### config.mk
export PLATFORM = sky130hd
export DESIGN_NAME = shifter_pipe
export DESIGN_NICKNAME = d
export VERILOG_FILES = /design/src/rtl/shifter_pipe.sv
export SDC_FILE = /design/constraint.sdc
export NUM_CORES = 1
export LEC_CHECK = 0
export CELL_PAD_IN_SITES_DETAIL_PLACEMENT = 1
export CELL_PAD_IN_SITES_GLOBAL_PLACEMENT = 2
export CORE_ASPECT_RATIO = 1.75
export CORE_MARGIN = 8
export CORE_UTILIZATION = 41
export CTS_CLUSTER_SIZE = 25
export DETAILED_ROUTE_END_ITERATION = 8
export GPL_ROUTABILITY_DRIVEN = 0
export GPL_TIMING_DRIVEN = 1
export PLACE_DENSITY_LB_ADDON = 0.25
export SLEW_MARGIN = 30
export SYNTH_ARGS = -nofsm -noshare
export SYNTH_HDL_FRONTEND = slang
export SYNTH_SLANG_ARGS = --single-unit
### constraint.sdc
create_clock -name clk -period 12.9 [get_ports clk]
set_clock_uncertainty 0.15 [all_clocks]
set_input_delay 1.29 -clock clk [delete_from_list [all_inputs] [get_ports clk]]
set_output_delay 1.29 -clock clk [all_outputs]
set_load 0.03 [all_outputs]
### src/rtl/shifter_pipe.sv
// rtl/shifter_pipe.sv - pipelined barrel shifter with rotates, valid/ready handshake and tag passthrough
module shifter_pipe #(
  parameter  int WIDTH = 32,
  parameter  int TAG_W = 5,
  localparam int SHW   = $clog2(WIDTH)
) (
  input  logic             clk,
  input  logic             rst,
  input  logic             flush,
  input  logic             in_valid,
  output logic             in_ready,
  input  logic [2:0]       in_op,
  input  logic [WIDTH-1:0] in_a,
  input  logic [SHW-1:0]   in_sh_amt,
  input  logic [TAG_W-1:0] in_tag,
  output logic             out_valid,
  input  logic             out_ready,
  output logic [WIDTH-1:0] out_result,
  output logic [TAG_W-1:0] out_tag
);

  localparam logic [2:0] OP_SLL = 3'b011;
  localparam logic [2:0] OP_SRL = 3'b100;
  localparam logic [2:0] OP_SRA = 3'b101;
  localparam logic [2:0] OP_ROL = 3'b110;
  localparam logic [2:0] OP_ROR = 3'b111;

  // Stage registers. The last stage only needs valid/data/tag because nothing
  // downstream looks at its op, amount or sign.
  logic [SHW-1:0]   r_valid;
  logic [WIDTH-1:0] r_data [SHW];
  logic [TAG_W-1:0] r_tag  [SHW];
  logic [2:0]       r_op   [SHW-1];
  logic [SHW-1:0]   r_amt  [SHW-1];
  logic [SHW-2:0]   r_sign;

  // Per-stage sources: stage 0 reads the input port, stage k reads stage k-1.
  logic [SHW-1:0]   w_src_valid;
  logic [WIDTH-1:0] w_src_data [SHW];
  logic [TAG_W-1:0] w_src_tag  [SHW];
  logic [2:0]       w_src_op   [SHW];
  logic [SHW-1:0]   w_src_amt  [SHW];
  logic [SHW-1:0]   w_src_sign;
  logic [WIDTH-1:0] w_step     [SHW];

  logic w_adv;
  logic w_load;

  // The pipe moves as one unit; bubbles advance too, so only a held output stalls it.
  assign w_adv    = !r_valid[SHW-1] || out_ready;
  // flush blocks acceptance so the killed cycle cannot smuggle in a new op.
  assign w_load   = w_adv && !flush;
  assign in_ready = w_load;

  assign out_valid  = r_valid[SHW-1];
  assign out_result = r_data[SHW-1];
  assign out_tag    = r_tag[SHW-1];

  for (genvar gk = 0; gk < SHW; gk++) begin : g_stage
    // Distance this stage moves the data when its amount bit is set.
    localparam int S = 1 << gk;

    logic [WIDTH-1:0] w_d;
    logic [WIDTH-1:0] w_sll;
    logic [WIDTH-1:0] w_srl;
    logic [WIDTH-1:0] w_sra;
    logic [WIDTH-1:0] w_rol;
    logic [WIDTH-1:0] w_ror;
    logic [WIDTH-1:0] w_res;

    if (gk == 0) begin : g_first
      assign w_src_valid[gk] = in_valid;
      assign w_src_data[gk]  = in_a;
      assign w_src_tag[gk]   = in_tag;
      assign w_src_op[gk]    = in_op;
      assign w_src_amt[gk]   = in_sh_amt;
      // Sign is taken from the original operand once and carried, since
      // later stages only see partially shifted data.
      assign w_src_sign[gk]  = in_a[WIDTH-1];
    end else begin : g_next
      assign w_src_valid[gk] = r_valid[gk-1];
      assign w_src_data[gk]  = r_data[gk-1];
      assign w_src_tag[gk]   = r_tag[gk-1];
      assign w_src_op[gk]    = r_op[gk-1];
      assign w_src_amt[gk]   = r_amt[gk-1];
      assign w_src_sign[gk]  = r_sign[gk-1];
    end

    assign w_d   = w_src_data[gk];
    assign w_sll = w_d << S;
    assign w_srl = w_d >> S;
    assign w_sra = w_srl | ({WIDTH{w_src_sign[gk]}} & ~({WIDTH{1'b1}} >> S));
    assign w_rol = (w_d << S) | (w_d >> (WIDTH - S));
    assign w_ror = (w_d >> S) | (w_d << (WIDTH - S));

    // Select this stage's partial shift; unknown ops and clear amount bits pass data through.
    always_comb begin
      w_res = w_d;
      if (w_src_amt[gk][gk]) begin
        case (w_src_op[gk])
          OP_SLL:  w_res = w_sll;
          OP_SRL:  w_res = w_srl;
          OP_SRA:  w_res = w_sra;
          OP_ROL:  w_res = w_rol;
          OP_ROR:  w_res = w_ror;
          default: w_res = w_d;
        endcase
      end
    end

    assign w_step[gk] = w_res;
  end

  // Pipeline state: valid bits follow flush/advance; payload loads only for live
  // entries so the output holds its last value while idle or after a flush.
  always_ff @(posedge clk or posedge rst) begin
    if (rst) begin
      r_valid <= '0;
      r_sign  <= '0;
      for (int k = 0; k < SHW; k++) begin
        r_data[k] <= '0;
        r_tag[k]  <= '0;
      end
      for (int k = 0; k < SHW - 1; k++) begin
        r_op[k]  <= '0;
        r_amt[k] <= '0;
      end
    end else begin
      if (flush) begin
        r_valid <= '0;
      end else if (w_adv) begin
        r_valid <= w_src_valid;
      end
      for (int k = 0; k < SHW; k++) begin
        if (w_load && w_src_valid[k]) begin
          r_data[k] <= w_step[k];
          r_tag[k]  <= w_src_tag[k];
        end
      end
      for (int k = 0; k < SHW - 1; k++) begin
        if (w_load && w_src_valid[k]) begin
          r_op[k]   <= w_src_op[k];
          r_amt[k]  <= w_src_amt[k];
          r_sign[k] <= w_src_sign[k];
        end
      end
    end
  end

endmodule

==> flow_summary_export.csv, run 1 <==
group,metric,value,unit
clock_tree,cts_tree,"built",
clock_tree,cts_setup_buffers,0,
global_routing,grt_antenna_before_repair,0,
power_and_ir_drop,leakagePower,5.172,nW
route,ant_nets,0,
worst_hold_path,hold_start,"r_tag[5]$_DFFE_PP0P_",
sta,slew_viol_final,0,
global_routing,grt_pass1_wl,63200,um
worst_setup_path,critical-path-top-delay-family,"buffers and inverters",
power_and_ir_drop,seq_power_share,0.434,
logic_synthesis,syn_avg_cell_area,9.552,um2
sta,tns,0,ps
logic_synthesis,yosysWarningCount,0,
logic_synthesis,ys_ff_latch,216,
clock_tree,cts.sinks,216,
worst_setup_path,worst-path-buf-inv,2,
power_and_ir_drop,power_density,199.2,nW/um2
worst_setup_path,critPathMaxStageDelay,660,ps
worst_setup_path,path_class,"input pin to output port",
route,via_per_inst,6.553,
clock_tree,hold_buffers,0,
clock_tree,root_buffer,"clkbuf_16",
clock_tree,cts.path.max_buffers,3,
power_and_ir_drop,comb_power_share,0.312,
global_routing,grt_busiest_layer,"met2",
power_and_ir_drop,ir_worst_vdd,0.09374,mV
sta,fin_crit,4279,ps
global_routing,grt_max_degree,140,
worst_setup_path,worst_ep_required_time,11460,ps
clock_tree,cts_made_buffers,22,
route,routed_wl,38530,um
worst_hold_path,whs_path_depth,2,
sta,rsz0062_at_grt,"false",
worst_setup_path,arrival,2840,ps
power_and_ir_drop,switching_power,1.001,mW
worst_setup_path,r2r_start,"r_op[1]$_DFFE_PP0P_",
finish,syn2layout_area_growth,13.99,%
sta,whs,312.1,ps
power_and_ir_drop,power.total,2.642,mW
finish,final_core_util,0.4741,
worst_hold_path,min_to,"out_tag[0]$_DFFE_PP0P_",
job,cap_violations,0,
worst_setup_path,r2r_setup_slack,10430,ps
placed_design,portBuffers,88,
floorplan,rows,81,
finish,final_common_cell,"o22ai_1",
sta,finalSetupViolCount,0,
power_and_ir_drop,power_frac_clock,0.254,
finish,most-common-layout-cells,"o22ai_1, dfrtp_1, a21oi_1",
worst_setup_path,crit_path_cell_trace,"clkdlybuf4s50_1 > nand2b_4 > and2_1 > clkdlybuf4s50_1",
clock_tree,cts.repair.resized,0,
clock_tree,worstSkewPairLatency,520,ps
global_routing,met3_usage,0.02240,
power_and_ir_drop,internal-power,1.641,mW
route,drcViolationCount,0,
clock_tree,path_clk_slew,60,ps
route,vias,10511,
worst_setup_path,cp_common_cell,"clkdlybuf4s50_1",
floorplan,initial_core_util,0.4160,
worst_setup_path,cp-start-kind,"input pin",
floorplan,die_h,238.8,um
worst_setup_path,rr_worst_depth,4,
route,wl_per_cell,24.02,um
sta,maxSlewHeadroom,0.3802,
worst_setup_path,timing.rr.end,"out_result[19]$_DFFE_PP0P_",
floorplan,die_area,34240,um2
worst_hold_path,hold_path.class,"flip-flop to flip-flop",
worst_setup_path,crit_path_max_fanout,17,
finish,nNetsFinal,1266,
global_routing,grt-ovfl-total,0,
finish,antennaDiodeCount,0,
floorplan,die_w,143.3,um
power_and_ir_drop,swShare,0.3788,
global_routing,grt_pass1_vias,11138,
logic_synthesis,yosysUniqueCellTypes,49,
sta,worstMarginPinSlew,924.0,ps
floorplan,ioPinCount,89,
global_routing,global_route.usage.met2,0.4187,
clock_tree,h-tree-depth,1,
worst_setup_path,worst_path_max_delay_cell,"clkdlybuf4s50_1",
sta,fin_crit_sh,0.3317,
logic_synthesis,synth_cells,1218,
sta,hold_viol,0,
logic_synthesis,syn_nets,1268,
outcome,status,"completed",
logic_synthesis,synth_area,11630,um2
sta,fmax,233.7,MHz
route,drt_iter0_drc,522,
global_routing,grt_util_all_layers,0.2272,
global_routing,grt.met1_usage,0.2544,
floorplan,fp.coreArea,27970,um2
worst_setup_path,worst_setup_path_end_kind,"output port",
logic_synthesis,yosysSeqAreaShare,0.4646,
route,drt-pass1-iter-count,5,
placed_design,dpl.hpwl,26200,um
finish,drive_gt1_frac,0.08448,
[per-stage QoR]
| step | cells | setup WS [ps] | cell area, um2 |
|---|---|---|---|
| 5_1_grt | 1604 | 8576 | 13260 |
| 6_report | 1604 | 8621 | 13260 |
| 4_1_cts | 1602 | 8607 | 13220 |
| 3_3_place_gp | 1563 | 8616 | 12450 |
| 2_1_floorplan | 1218 | 5552 | 11630 |
| 3_5_place_dp | 1563 | 8624 | 12470 |
[routing by layer]
layer  routed length [um]  share of wire
met5                    0              0
met4                 1718          0.045
met3                 1257          0.033
met2                20560           0.53
met1                14990           0.39
[synth_stat cells (all sizes together)]
cell	count	area [um2]
buf	89	530.5
clkbuf	49	185.2
nand2b	22	145.1
o22ai	300	1877
a21boi	1	7.510
a311oi	1	26.28
o211ai	4	35.03
o2111ai	2	23.77
nor3	1	5.000
clkinv	1	3.750
o22a	2	17.52
nand2	55	211.5
a21o	9	67.56
mux2	39	439.2
a221o	2	20.02
and2b	1	7.510
a211o	1	8.760
or3	2	12.51
a31oi	11	68.82
mux2i	8	80.08
nor2	55	206.5
and3	4	25.02
nand3	15	75.07
inv	30	112.6
o32ai	1	8.760
dfrtp	216	5405
xor2	1	27.53
and2	12	75.07
nand3b	2	15.01
a22o	82	718.2
o21ai	15	75.07
nor2b	6	37.54
nor4bb	1	10.01
o221ai	8	70.07
o311ai	1	8.760
a21oi	130	654.4
o21a	3	22.52
a221oi	36	315.3
[cell families after synthesis]
kind of cell,after synthesis,synth area share
simple gates,176,0.07097
flops,216,0.4646
mux,47,0.04463
buf+inv,169,0.07151
compound gates,609,0.3460
xor+xnor,1,0.002366
[power by group through the flow]
| stage | Combinational, mW | Clock (mW) | Sequential, mW |
|---|---|---|---|
| final | 0.823 | 0.672 | 1.15 |
| after detailed placement | 0.808 | 0 | 1.16 |
| after floorplan | 0.576 | 0 | 1.09 |
| after CTS | 0.814 | 0.688 | 1.15 |
| after global placement | 0.787 | 0 | 1.15 |
| after global routing | 0.905 | 0.706 | 1.17 |
[state kept, by name, indices dropped and copies added, names as in the netlist]
signal	flops
g_stage.w_d	128
out_result	32
r_tag	20
r_op	12
r_amt	10
out_tag	5
r_valid	5
r_sign	4
[tightest hold or removal path: cells and delay by family (launching register included)]
family	cells	cell delay (ps)
flip-flops	1	340
AND/OR/NAND/NOR	2	90
[final cells by class]
class | count | area [um2]
Sequential cell | 216 | 5405
Tap cell | 373 | 466.7
Timing Repair Buffer | 112 | 1089
Clock buffer | 30 | 651.9
Fill cell | 3156 | 14710
Clock inverter | 9 | 95.09
Inverter | 31 | 130.1
Multi-Input combinational cell | 833 | 5425
[how the worst max path moves through the flow]
| stage | startpoint | slack [ps] | endpoint | cells after the start |
|---|---|---|---|---|
| after CTS | out_ready | 8610 | in_ready | 4 |
| after global routing | out_ready | 8580 | in_ready | 4 |
| after floorplan | rst | 5550 | g_stage[1].w_d[0]$_DFFE_PP0P_ | 1 |
| after detailed placement | out_ready | 8620 | in_ready | 4 |
| final | out_ready | 8620 | in_ready | 4 |
| after global placement | out_ready | 8620 | in_ready | 4 |
No activity file was read; power rests on OpenSTA's default activity.
==> run 2: changes to the inputs <==
CORE_UTILIZATION = 34   (was 41)
clock period = 3.6 ns   (was 12.9 ns; I/O delays follow)
==> run 2 against run 1 <==
  * First-iteration DRC count up 0.57%
  * Clock-buffer cell count up 1
  * Sequential cell count unchanged
  * Combinational power rose to 3.6 times the previous value
  * Clock power rose to 3.4 times the previous value
  * Sequential power rose to 3.6 times the previous value
  * Critical path type is now flip-flop to flip-flop
  * Highest routed layer unchanged
==> flow_summary_export.csv, run 2 (synthesized netlist as in run 1, its figures left out) <==
group,metric,value,unit
outcome,status,"completed",
global_routing,grt_max_degree,70,
worst_setup_path,critical-path-top-delay-family,"compound AO/OA/AOI/OAI gates",
worst_hold_path,hold_path.class,"input pin to async pin",
worst_setup_path,path_depth,4,
route,wl_per_cell,23.54,um
finish,fin_cells,1699,
route,via_per_inst,6.146,
finish,final_common_cell,"o22ai_1",
clock_tree,hold_buffers,0,
sta,maxSlewHeadroom,0.3892,
worst_setup_path,cp-start-kind,"flip-flop",
clock_tree,cts.sinks,216,
sta,hold_viol,0,
worst_setup_path,worst_ep_required_time,3790,ps
clock_tree,h-tree-depth,1,
power_and_ir_drop,ir_worst_vdd,0.2879,mV
route,drcViolationCount,0,
route,vias,10442,
worst_setup_path,r2r_setup_slack,1050,ps
power_and_ir_drop,power.total,9.363,mW
route,routed_wl,40000,um
global_routing,grt_pass1_vias,11091,
sta,fin_crit,2547,ps
job,cap_violations,0,
worst_setup_path,worst_setup_path_end_kind,"flip-flop",
placed_design,dp_cells,1662,
worst_setup_path,arrival,2730,ps
finish,antennaDiodeCount,0,
sta,finalSetupViolCount,0,
global_routing,grt_util_all_layers,0.1970,
finish,syn2layout_area_growth,15.64,%
clock_tree,cts.path.max_buffers,3,
route,drt_iter0_drc,525,
finish,most-common-layout-cells,"o22ai_1, dfrtp_1, a21oi_1",
worst_setup_path,crit_path_max_fanout,18,
sta,slew_viol_final,0,
worst_setup_path,critPathMaxStageDelay,780,ps
floorplan,initial_core_util,0.3448,
global_routing,grt_pass1_wl,64450,um
clock_tree,path_clk_slew,60,ps
floorplan,ioPinCount,89,
finish,largest_reg_flops,128,
sta,rsz0062_at_grt,"false",
finish,layout.filler_cells,3834,
worst_setup_path,rr_worst_depth,4,
placed_design,dpl.hpwl,28100,um
finish,drive_gt1_frac,0.08762,
global_routing,grt-ovfl-total,0,
worst_setup_path,path_class,"flip-flop to flip-flop",
clock_tree,root_buffer,"clkbuf_16",
clock_tree,cts_tree,"built",
clock_tree,cts.repair.resized,0,
floorplan,die_w,155.8,um
global_routing,grt_antenna_before_repair,0,
clock_tree,worstSkewPairLatency,520,ps
sta,tns,0,ps
clock_tree,cts_setup_buffers,0,
worst_setup_path,crit_end,"out_result[17]$_DFFE_PP0P_",
sta,fmax,392.7,MHz
floorplan,rows,89,
finish,finalInstanceArea,13450,um2
floorplan,die_area,40630,um2
worst_setup_path,crit_path_cell_trace,"a21o_1 > nand2_2 > a311oi_4 > a221oi_1",
worst_setup_path,r2r_start,"r_op[1]$_DFFE_PP0P_",
power_and_ir_drop,leakagePower,5.216,nW
worst_setup_path,cp-startpoint,"r_op[1]$_DFFE_PP0P_",
finish,nNetsFinal,1282,
placed_design,portBuffers,88,
route,drt-pass1-iter-count,4,
clock_tree,cts_made_buffers,23,
power_and_ir_drop,power_density,695.9,nW/um2
floorplan,fp.coreArea,33740,um2
route,ant_nets,0,
floorplan,die_h,260.7,um
worst_setup_path,timing.rr.end,"out_result[17]$_DFFE_PP0P_",
worst_setup_path,worst-path-buf-inv,0,
placed_design,dpl-instance-area,12760,um2
sta,worstMarginPinSlew,910.5,ps
worst_setup_path,worst_path_max_delay_cell,"a311oi_4",
sta,fin_crit_sh,0.7074,
-- run 2: changes by cell type in the layout (fill, tap and decap cells not counted), moves of 2 or more --
cell      change
nand2b_2      -3
buf_6         -2
nand2b_1      +3
buf_12        +7
clkinv_2      -4
clkbuf_8      -2
buf_4        +11
clkbuf_1      +3
-- run 2: layout make-up --
cell class | instances | area, um2 | share of cell area
sequential | 216 | 5405 | 0.4017
timing repair buffer | 127 | 1261 | 0.09374
multi-input combinational | 833 | 5404 | 0.4017
tap | 455 | 569.3 | 0.04231
clock buffer | 31 | 635.6 | 0.04724
clock inverter | 6 | 58.81 | 0.004371
inverter | 31 | 120.1 | 0.008928
-- run 2: worst min-delay path by stage --
stage                                           endpoint  depth (start not counted)                  from
after floorplan                   out_tag[0]$_DFFE_PP0P_                          2  r_tag[5]$_DFFE_PP0P_
after global placement            out_tag[3]$_DFFE_PP0P_                          2  r_tag[8]$_DFFE_PP0P_
after detailed placement          out_tag[1]$_DFFE_PP0P_                          2  r_tag[6]$_DFFE_PP0P_
after CTS                 g_stage[4].w_d[31]$_DFFE_PP0P_                          2                   rst
after global routing      g_stage[4].w_d[31]$_DFFE_PP0P_                          2                   rst
final                             r_valid[4]$_DFFE_PP0P_                          2                   rst
-- run 2: report_power, final --
| group | switching, mW | leakage, nW | internal [mW] |
|---|---|---|---|
| registers | 0.996 | 2.47 | 3.14 |
| logic | 1.59 | 2.41 | 1.35 |
| clock network | 0.985 | 0.345 | 1.30 |
| total | 3.57 | 5.22 | 5.79 |
-- run 2: per-stage QoR --
step | utilization | setup WS, ps | hold WS [ps]
detailed placement | 0.3782 | 893.4 | 301.6
global placement | 0.3780 | 956.9 | 292.6
floorplan | - | 277.9 | 281.5
global route | 0.3987 | 930.5 | 215.9
CTS | 0.3987 | 1048 | 166.0
finish | 0.3987 | 1053 | 153.7
-- run 2: metal layers --
| metal | vias up | wire length (um) | track usage |
|---|---|---|---|
| li1 | 4791 | - | - |
| met1 | 5339 | 15560 | 0.2192 |
| met2 | 228 | 21150 | 0.3617 |
| met3 | 84 | 1216 | 0.01971 |
| met4 | 0 | 2072 | 0.1048 |
| met5 | - | 0 | 0 |
-- run 2: worst register-to-register path, stage by stage (launching register included) --
cell and delay [ps]:
dfrtp_1 750, a21o_1 250, nand2_2 250, a311oi_4 780
a221oi_1 190
